File: src/rtl/ldpc_extrinsic_writeback.sv
// LDPC extrinsic writeback: tags accumulator issues, captures result vectors,
// queues them and serializes per-edge writes to the message RAM.
module ldpc_extrinsic_writeback #(
   parameter int NUM_INPUTS  = 6,
   parameter int WIDTH       = 16,
   parameter int NUM_WORDS   = 1024,
   parameter int ACC_LATENCY = 4,
   parameter int FIFO_DEPTH  = 4,
   localparam int ADDR_WIDTH = $clog2(NUM_WORDS)
) (
   input  logic                        i_clock,
   input  logic                        i_reset,
   input  logic                        i_issue_valid,
   input  logic [ADDR_WIDTH-1:0]       i_issue_base_addr,
   output logic                        o_issue_ready,
   input  logic [NUM_INPUTS*WIDTH-1:0] i_acc_data,
   output logic                        o_wr_valid,
   output logic [ADDR_WIDTH-1:0]       o_wr_addr,
   output logic [WIDTH-1:0]            o_wr_data,
   input  logic                        i_wr_ready,
   output logic                        o_idle
);

   localparam int CW = $clog2(FIFO_DEPTH + 1);
   localparam int PW = $clog2(FIFO_DEPTH);
   localparam int KW = $clog2(NUM_INPUTS);
   localparam int VW = NUM_INPUTS * WIDTH;

   typedef enum logic {
      IDLE,
      SEND
   } state_t;

   state_t state, state_next;

   logic [CW-1:0] credits;
   logic          issue_fire;
   logic          push;
   logic          pop;
   logic          send;
   logic          last_word;

   logic [ACC_LATENCY-1:0] tag_valid;
   logic [ADDR_WIDTH-1:0]  tag_addr [ACC_LATENCY];

   logic [VW-1:0]         fifo_data [FIFO_DEPTH];
   logic [ADDR_WIDTH-1:0] fifo_addr [FIFO_DEPTH];
   logic [PW-1:0]         wr_ptr, rd_ptr;
   logic [PW:0]           count, count_next;

   logic [KW-1:0]         k, k_next;
   logic [VW-1:0]         head_data;
   logic [ADDR_WIDTH-1:0] head_addr;
   logic [ADDR_WIDTH:0]   addr_sum;
   logic [ADDR_WIDTH:0]   addr_wrap;

   assign o_issue_ready = !i_reset && (credits < CW'(FIFO_DEPTH));
   assign issue_fire    = i_issue_valid && o_issue_ready;

   always_ff @(posedge i_clock) begin
      if (i_reset) begin
         tag_valid <= '0;
         for (int i = 0; i < ACC_LATENCY; i++)
            tag_addr[i] <= '0;
      end else begin
         tag_valid[0] <= issue_fire;
         tag_addr[0]  <= i_issue_base_addr;
         for (int i = 1; i < ACC_LATENCY; i++) begin
            tag_valid[i] <= tag_valid[i-1];
            tag_addr[i]  <= tag_addr[i-1];
         end
      end
   end

   assign push      = tag_valid[ACC_LATENCY-1];
   assign send      = (state == SEND);
   assign last_word = (k == KW'(NUM_INPUTS - 1));
   assign pop       = send && i_wr_ready && last_word;

   // Storage needs no reset; occupancy is tracked by the pointers.
   always_ff @(posedge i_clock) begin
      if (push) begin
         fifo_data[wr_ptr] <= i_acc_data;
         fifo_addr[wr_ptr] <= tag_addr[ACC_LATENCY-1];
      end
   end

   assign count_next = count + (PW+1)'(push) - (PW+1)'(pop);

   always_ff @(posedge i_clock) begin
      if (i_reset) begin
         wr_ptr <= '0;
         rd_ptr <= '0;
         count  <= '0;
      end else begin
         if (push)
            wr_ptr <= wr_ptr + PW'(1);
         if (pop)
            rd_ptr <= rd_ptr + PW'(1);
         count <= count_next;
      end
   end

   always_ff @(posedge i_clock) begin
      if (i_reset)
         credits <= '0;
      else if (issue_fire && !pop)
         credits <= credits + CW'(1);
      else if (pop && !issue_fire)
         credits <= credits - CW'(1);
   end

   always_ff @(posedge i_clock) begin
      if (i_reset) begin
         state <= IDLE;
         k     <= '0;
      end else begin
         state <= state_next;
         k     <= k_next;
      end
   end

   // Leaving IDLE on the push itself puts the first word out one cycle after capture.
   always_comb begin
      state_next = state;
      k_next     = k;
      unique case (state)
         IDLE: begin
            if (count_next != '0) begin
               state_next = SEND;
               k_next     = '0;
            end
         end
         SEND: begin
            if (i_wr_ready) begin
               if (last_word) begin
                  k_next     = '0;
                  state_next = (count_next != '0) ? SEND : IDLE;
               end else begin
                  k_next = k + KW'(1);
               end
            end
         end
         default: begin
            state_next = IDLE;
            k_next     = '0;
         end
      endcase
   end

   assign head_data = fifo_data[rd_ptr];
   assign head_addr = fifo_addr[rd_ptr];
   assign addr_sum  = {1'b0, head_addr} + (ADDR_WIDTH+1)'(k);
   assign addr_wrap = (addr_sum >= (ADDR_WIDTH+1)'(NUM_WORDS))
                    ? addr_sum - (ADDR_WIDTH+1)'(NUM_WORDS)
                    : addr_sum;

   assign o_wr_valid = send;
   assign o_wr_addr  = send ? addr_wrap[ADDR_WIDTH-1:0] : '0;
   assign o_wr_data  = send ? head_data[int'(k)*WIDTH +: WIDTH] : '0;

   assign o_idle = (credits == '0) && !send && !issue_fire;

endmodule

File: config.mk
export PLATFORM = sky130hd
export DESIGN_NAME = ldpc_extrinsic_writeback
export DESIGN_NICKNAME = d
export VERILOG_FILES = /design/src/rtl/ldpc_extrinsic_writeback.sv
export SDC_FILE = /design/constraint.sdc
export NUM_CORES = 1
export LEC_CHECK = 0
export ABC_CLOCK_PERIOD_IN_PS = 3700
export CORE_MARGIN = 2
export CORE_UTILIZATION = 30
export CTS_CLUSTER_SIZE = 20
export DETAILED_ROUTE_END_ITERATION = 8
export GPL_ROUTABILITY_DRIVEN = 1
export PLACE_DENSITY = 0.57
export SYNTH_ARGS = -nofsm -noshare
export SYNTH_HDL_FRONTEND = slang
export SYNTH_SLANG_ARGS = --single-unit
File: constraint.sdc
create_clock -name i_clock -period 3.7 [get_ports i_clock]
set_input_delay 0.74 -clock i_clock [delete_from_list [all_inputs] [get_ports i_clock]]
set_output_delay 0.74 -clock i_clock [all_outputs]
set_load 0.01 [all_outputs]
==> results of run 1 <==
==> flip-flops by register name (all words and copies together), names as in the netlist, named ones only <==
signal and cells:
credits 3, wr_ptr 2, rd_ptr 2, count 3, fifo_data 384, tag_addr 40, k 3, fifo_addr 40
tag_valid 4, o_wr_valid 1
==> through the flow <==
step / power, µW / area [µm²] / hold WS [ps] / cells / util
after CTS: 12100 / 23000 / 436 / 1957 / 0.381
after floorplan: 6170 / 18300 / 414 / 935 / -
final: 11900 / 23200 / 426 / 1960 / 0.385
after detailed placement: 6390 / 20900 / 423 / 1856 / 0.346
after global placement: 6390 / 20900 / 428 / 1856 / 0.346
after global routing: 12300 / 23200 / 446 / 1960 / 0.385
==> cell families (layout without fill, tap and decap cells) <==
| kind of cell | after synthesis | in the layout | synth area share |
|---|---|---|---|
| AND/OR/NAND/NOR | 129 | 129 | 0.0401 |
| XOR/XNOR | 7 | 7 | 0.00410 |
| AO/OA/AOI/OAI | 112 | 112 | 0.0442 |
| flip-flops | 484 | 484 | 0.761 |
| adder cells (fa/ha/maj) | 11 | 11 | 0.00875 |
| buffers and inverters | 59 | 302 | 0.0161 |
| multiplexers | 133 | 133 | 0.125 |
==> metal layers <==
metal / vias to the layer above / wire length [µm] / part of all wire
met5: - / 94 / 0.0022
met4: 16 / 761 / 0.018
met3: 69 / 2640 / 0.062
met2: 235 / 20100 / 0.47
met1: 4785 / 18800 / 0.44
li1: 4208 / - / -
==> synth_stat cells (2+ instances only) <==
master and instances:
a2111oi_0 6, a211oi_1 6, a21oi_1 8, a22oi_1 43
a31oi_1 11, and2_1 6, and3b_1 2, buf_1 2
buf_2 17, buf_4 6, buf_6 4, clkbuf_1 21
dfxtp_1 60, edfxtp_1 424, fa_1 3, ha_1 8
inv_1 9, mux2_2 22, mux2i_1 37, mux4_1 2
mux4_2 72, nand2_1 14, nand2b_1 2, nand3_1 12
nand3b_1 3, nor2_1 16, nor2b_1 55, nor3_1 3
nor3b_1 4, nor4_1 2, o2111ai_1 11, o21a_1 6
o21ai_0 6, o22ai_1 7, o31ai_1 3, or3_1 2
or4_1 5, xor2_1 5
==> area by class of cell <==
type	count	area, µm²
inverters	9	33.8
well taps	782	978
repair buffers	196	2080
fillers	5477	37100
clock buffers	60	1370
clock inverters	37	531
multi-input cells	392	4300
flip-flops and latches	484	13900
==> worst reg2reg max path, cell delays in order (launching register included) <==
cell and delay [ps]:
dfxtp_1 420, buf_12 190, and3b_1 350, buf_4 260
nand2_1 110, nand2_1 80, nand2_1 60, ha_1 190
fa_1 360, xnor3_1 410, o41ai_1 420, a22oi_1 160
nor2_1 110
==> where the power goes <==
part	internal, µW	switching [µW]	leakage (µW)
Clock	3510	2150	0.000912
Combinational	163	143	0.00233
Sequential	5960	13.1	0.00434
Total	9640	2310	0.00758
==> worst max-delay path by stage <==
stage / slack [ps] / cells after the start / to
after floorplan: 190 / 12 / o_wr_addr[8]
after global placement: 110 / 9 / o_wr_addr[8]
after detailed placement: 110 / 9 / o_wr_addr[8]
after CTS: -200 / 9 / o_wr_addr[8]
after global routing: -160 / 9 / o_wr_addr[8]
final: -5 / 9 / o_wr_addr[8]
==> timing repair <==
| action | CTS | global route |
|---|---|---|
| pin swaps | 2 | 14 |
| setup endpoints to repair | 24 | 22 |
| gates resized for setup | 50 | 50 |
| buffers inserted | 1 | 3 |
| gates cloned | 3 | 0 |
| endpoints found under the hold margin | 0 | 0 |
==> key figures, run 1 <==
Outcome
  – Outcome: complete, but fails checks
  – Failing checks: negative setup slack

Floorplan
  – Io pins: 139
  – Die area: approximately 0.063 mm²
  – Die width: 251 µm
  – Core area: a little over 0.06 mm²
  – Num rows: 90
  – Initial Util: 0.303
  – Die height: around 250 µm

Critical path
  – Startpoint types: flop
  – R2R cell count: 12
  – Worst R2R Start: k[0]
  – Worst EP arrival: approximately 3000 ps
  – Crit path buf inv count: 2
  – Crit-path max cell delay: about 560 ps
  – R2r setup slk: roughly 520 ps
  – Worst Path Max Fanout: 6
  – Critical path's slowest cell: or4_1
  – RR Endpoint: k[1]
  – Crit path kind: reg2out
  – Worst path cell trace: mux4_2 -> ha_2 -> inv_1 -> fa_2 -> nor2b_2 -> o211ai_1 -> or4_1 -> a21oi_2 -> buf_2
  – Worst Setup End Kind: output pin
  – Kind of cell adding the most delay to the critical path: simple AND/OR/NAND/NOR gates
  – Data required, critical path: 2960 ps

Place
  – Routability cong.: 0.709
  – Post-DP HPWL: about 26,000 µm
  – Port Buf Inserts: 138
  – Setup WS pre-CTS: 114 ps

Logic synthesis
  – Unique masters post-synth: 48
  – Largest cells by area after synthesis: edfxtp_1 (70%), mux4_2 (8.9%), dfxtp_1 (6.6%)
  – Syn Nets: 1,056
  – Sequential fraction of the synthesis area: 0.761
  – Syn Inst Count: 935
  – Average size of a mapped cell: 19.6 µm²
  – Post-synth top area share: 0.696
  – Top_reg_cell synth: edfxtp_1
  – Area leader, netlist: edfxtp_1
  – Post-synthesis register bit count: 484
  – Async SR Flop Fraction: 0
  – Warnings from Yosys: 0
  – Post-synth EDFFs: 424
  – Post-Syn Area: about 0.018 mm²

Clocking
  – Number of CTS-inserted buffers: 53
  – Clk_lat worst skew: 600 ps
  – Worst-path clk slew: 70 ps
  – CTS tree: done
  – Root buf cell: clkbuf_16
  – Longest Clk Path Bufs: 3
  – CTS Sinks: between 400 and 500
  – Hold Buf Count CTS: 0
  – H-tree depth: 2

Hold path
  – Min-delay src: tag_valid[2]
  – Hold Path Depth: 1
  – Hold WC Path Type: reg2reg
  – Worst Hold Path EP: tag_valid[3]

Power
  – Power density cells: 514 mW/mm²
  – Peak supply drop: 327 µV
  – Static leakage: 0.00758 µW

Drt
  – Vias per cell: ~4.8
  – Number of remaining DRC errors: 0
  – Routed vias: 9,313
  – WL per Instance: 21.6 µm
  – Final wirelength: about 42,000 µm
  – Initial drt markers: a little over 700
  – Antenna Violating Nets Remaining: 0
  – Drt pass-1 iters: 6

Timing
  – Final min period: 3710 ps
  – Max-slew violation count: 0
  – Endpoints failing setup: 1
  – Peak Freq: 270 MHz
  – RSZ-0062 raised after global routing: true
  – Worst-Margin Slew: 845 ps
  – Final hold violation count: 0
  – Setup TNS Final: -5.32 ps
  – Skew final: 27.7 ps
  – Slew HR: 0.437
  – Tcrit/Tclk final: 1.00
  – Final Worst Setup Slack: -5.32 ps

Global route
  – Vias in the first global route: 9,619
  – Initial antenna violation count: 10
  – GRT busiest layer: met2
  – Largest net degree at the start of global routing: 73
  – Gr ovfl total: 0
  – Met1 Usage GRT: 0.180
  – GR Util met2: 0.212
  – First-pass GRT wire length: approximately 60,000 µm
  – Grt met3 use: 0.0383
  – Total track usage: 0.133

Finish
  – Final Net Count: about 1,300
  – Most common cell after layout, fill and taps aside: edfxtp_1
  – Most frequent cells in the layout: edfxtp_1 (424), clkdlybuf4s50_1 (112), mux4_2 (72), dfxtp_1 (57), clkbuf_16 (54)
  – N_diodes: 0
  – Share of layout cells above drive strength 1: 0.247
  – Area Growth Syn to Fin: 27.0%

Run
  – Max cap viols: 0
Power figures use the tool's default switching activity.
==> run 2: changes to the inputs <==
--- a/config.mk
+++ b/config.mk
@@ -7,11 +7,11 @@
 export LEC_CHECK = 0
 export ABC_CLOCK_PERIOD_IN_PS = 3700
 export CORE_MARGIN = 2
-export CORE_UTILIZATION = 30
+export CORE_UTILIZATION = 52
 export CTS_CLUSTER_SIZE = 20
 export DETAILED_ROUTE_END_ITERATION = 8
 export GPL_ROUTABILITY_DRIVEN = 1
-export PLACE_DENSITY = 0.57
+export PLACE_DENSITY = 0.84
 export SYNTH_ARGS = -nofsm -noshare
 export SYNTH_HDL_FRONTEND = slang
 export SYNTH_SLANG_ARGS = --single-unit
==> key figures, run 2 (same netlist as run 1, synthesis figures left out) <==
Finish
  – Final Net Count: 1,244 (-1.0%)
  – Register area: 0.0139 mm² (about the same)
  – Most common cell after layout, fill and taps aside: edfxtp_1
  – Area of the multi-input gates: 0.00425 mm² (-1.2%)
  – Share of layout cells above drive strength 1: 0.227 (-0.0196)
  – Fill count: 2,238 (-59%)
  – Most frequent cells in the layout: edfxtp_1 (424), clkdlybuf4s50_1 (119), mux4_2 (72), dfxtp_1 (58), nor2b_1 (54)
  – Area Growth Syn to Fin: 22.6%
  – Top flop regs: fifo_data: 384 flops, fifo_addr: 40 flops, tag_addr: 40 flops
  – Core Util, Final: 0.648 (+0.263)
  – Cell area after layout: 0.0224 mm² (-3.5%)
  – Largest register FFs: 384 (unchanged)
  – Top reg by flops: fifo_data

Drt
  – Drt pass-1 iters: 5 (-1)
  – Antenna Violating Nets Remaining: 0 (unchanged)
  – Final wirelength: 40,000 µm (-5.5%)
  – Initial drt markers: 959 (+34%)
  – WL per Instance: 24.7 µm (+14%)
  – Number of remaining DRC errors: 0 (unchanged)
  – Routed vias: 9,499 (+2.0%)
  – Vias per cell: 5.87 (+23%)

Place
  – Post-DP HPWL: 22,700 µm (-13%)
  – Placed cell areas: 0.0204 mm² (-2.4%)
  – Routability cong.: 0.761 (+7.3%)
  – Port Buf Inserts: 138 (unchanged)

Critical path
  – Crit path kind: reg2out
  – Worst R2R Start: k[0]
  – Crit-path max cell delay: 550 ps (about the same)
  – Worst Path Max Fanout: 7 (+1)
  – Worst EP arrival: 2920 ps (-50 ps)
  – Startpoint types: flop
  – Crit path buf inv count: 2 (unchanged)
  – RR Endpoint: k[1]
  – Critical path's slowest cell: or4_1
  – Data required, critical path: 2960 ps (about the same)
  – Kind of cell adding the most delay to the critical path: simple AND/OR/NAND/NOR gates
  – R2R cell count: 12 (unchanged)
  – Worst path cell trace: mux4_2 -> ha_4 -> inv_2 -> fa_2 -> nor2b_2 -> o211ai_1 -> or4_1 -> a21oi_2 -> buf_2
  – R2r setup slk: 670 ps (+150 ps)
  – Worst Setup End Kind: output pin

Timing
  – Tcrit/Tclk final: 0.991 (-0.0109)
  – Peak Freq: 273 MHz (+1.1%)
  – Endpoints failing setup: 0 (-1)
  – Final min period: 3660 ps (-40.4 ps)
  – Worst-Margin Slew: 789 ps (-55.6 ps)
  – Final hold violation count: 0 (unchanged)
  – Max-slew violation count: 0 (unchanged)
  – RSZ-0062 raised after global routing: true
  – Skew final: 22.3 ps (-5.47 ps)
  – Slew HR: 0.474 (+0.0371)

Floorplan
  – Io pins: 139 (unchanged)
  – Die width: 192 µm (-24%)
  – Core area: 0.0346 mm² (-43%)
  – Die height: 192 µm (-24%)
  – Die area: 0.0367 mm² (-42%)
  – Initial Util: 0.528 (+0.225)
  – Num rows: 68 (-24%)

Outcome
  – Outcome: complete, no violations

Power
  – Power density cells: 500 mW/mm² (-2.8%)
  – Static leakage: 0.00728 µW (-4.0%)
  – Peak supply drop: 501 µV (+53%)

Clocking
  – Clk_lat worst skew: 550 ps (-50 ps)
  – CTS Sinks: 484 (unchanged)
  – Hold Buf Count CTS: 0 (unchanged)
  – Longest Clk Path Bufs: 3 (unchanged)
  – H-tree depth: 2 (unchanged)
  – Worst-path clk slew: 60 ps (about the same)
  – CTS tree: done
  – Root buf cell: clkbuf_16
  – Number of CTS-inserted buffers: 48 (-9.4%)

Global route
  – Gr ovfl total: 0 (unchanged)
  – Vias in the first global route: 9,825 (+2.1%)
  – Initial antenna violation count: 6 (-4)
  – First-pass GRT wire length: 58,400 µm (-5.5%)
  – Largest net degree at the start of global routing: 60 (-18%)
  – Total track usage: 0.216 (+0.0828)

Hold path
  – Min-delay src: tag_addr[0][6]
  – Worst Hold Path EP: tag_addr[1][6]
  – Hold Path Depth: 1 (unchanged)
  – Hold WC Path Type: reg2reg

Run
  – Max cap viols: 0 (unchanged)
-- run 2: changes by cell type in the layout (fill, tap and decap cells not counted), moves of 3 or more --
| cell | previous run | this run |
|---|---|---|
| buf_12 | 10 | 6 |
| dlymetal6s2s_1 | 15 | 8 |
| bufinv_16 | 12 | 6 |
| a22oi_1 | 29 | 34 |
| a22oi_2 | 14 | 9 |
| diode_2 | 0 | 3 |
| clkdlybuf4s50_1 | 112 | 119 |
| buf_4 | 42 | 33 |
-- run 2: per-layer routing --
metal | track usage | up-vias | routed length [µm]
met5 | 0 | - | 32
met4 | 0.0601 | 4 | 1010
met3 | 0.0506 | 63 | 2970
met2 | 0.364 | 389 | 20300
met1 | 0.284 | 4861 | 15700
li1 | - | 4182 | -
-- run 2: how the worst max path moves through the flow --
stage,from,end,slack (ps),cells past startpoint
final,flop,o_wr_addr[8],40,9
after global placement,flop,o_wr_addr[8],130,9
after global routing,flop,o_wr_addr[8],-80,7
after floorplan,flop,o_wr_addr[8],190,12
after CTS,flop,o_wr_addr[8],-40,9
after detailed placement,flop,o_wr_addr[8],50,9
-- run 2: per-stage QoR --
stage,std cells,setup WS (ps),TNS [ps],hold WS (ps),total power [µW]
floorplan,935,190,0,414,6170
global placement,1518,133,0,423,6360
detailed placement,1518,47.8,0,425,6380
CTS,1614,-40.8,-40.8,442,11300
global route,1618,-84.6,-161,450,11500
finish,1619,35.1,0,437,11200
-- run 2: final cells by class --
type / instances / share of cell area
Antenna cell: 3 / 0.000335
Clock buffer: 58 / 0.0580
Clock inverter: 30 / 0.0146
Sequential cell: 484 / 0.622
Inverter: 9 / 0.00151
Tap cell: 455 / 0.0254
Multi-Input combinational cell: 392 / 0.189
Timing Repair Buffer: 188 / 0.0891
-- run 2: timing repair --
| action | 4_1_cts | 5_1_grt |
|---|---|---|
| endpoints found under the setup margin | 24 | 20 |
| pin swaps | 3 | 5 |
| gates cloned | 4 | 2 |
| resized for setup | 42 | 32 |
| setup buffers | 4 | 0 |
-- run 2: power by group --
| group | switching, µW | internal [µW] | total (µW) |
|---|---|---|---|
| clock | 2000 | 2940 | 4940 |
| sequential | 16.3 | 5960 | 5970 |
| combinational | 132 | 160 | 291 |
| total | 2150 | 9050 | 11200 |
-- run 2: worst register-to-register path: stages (launching register included) --
cell and delay, ps:
dfxtp_1 410, buf_6 270, and3b_1 240, buf_4 220
nand2_1 100, nand2_1 80, nand2_1 60, ha_1 200
fa_1 360, xnor3_1 420, o41ai_1 370, a22oi_1 150
nor2_1 90
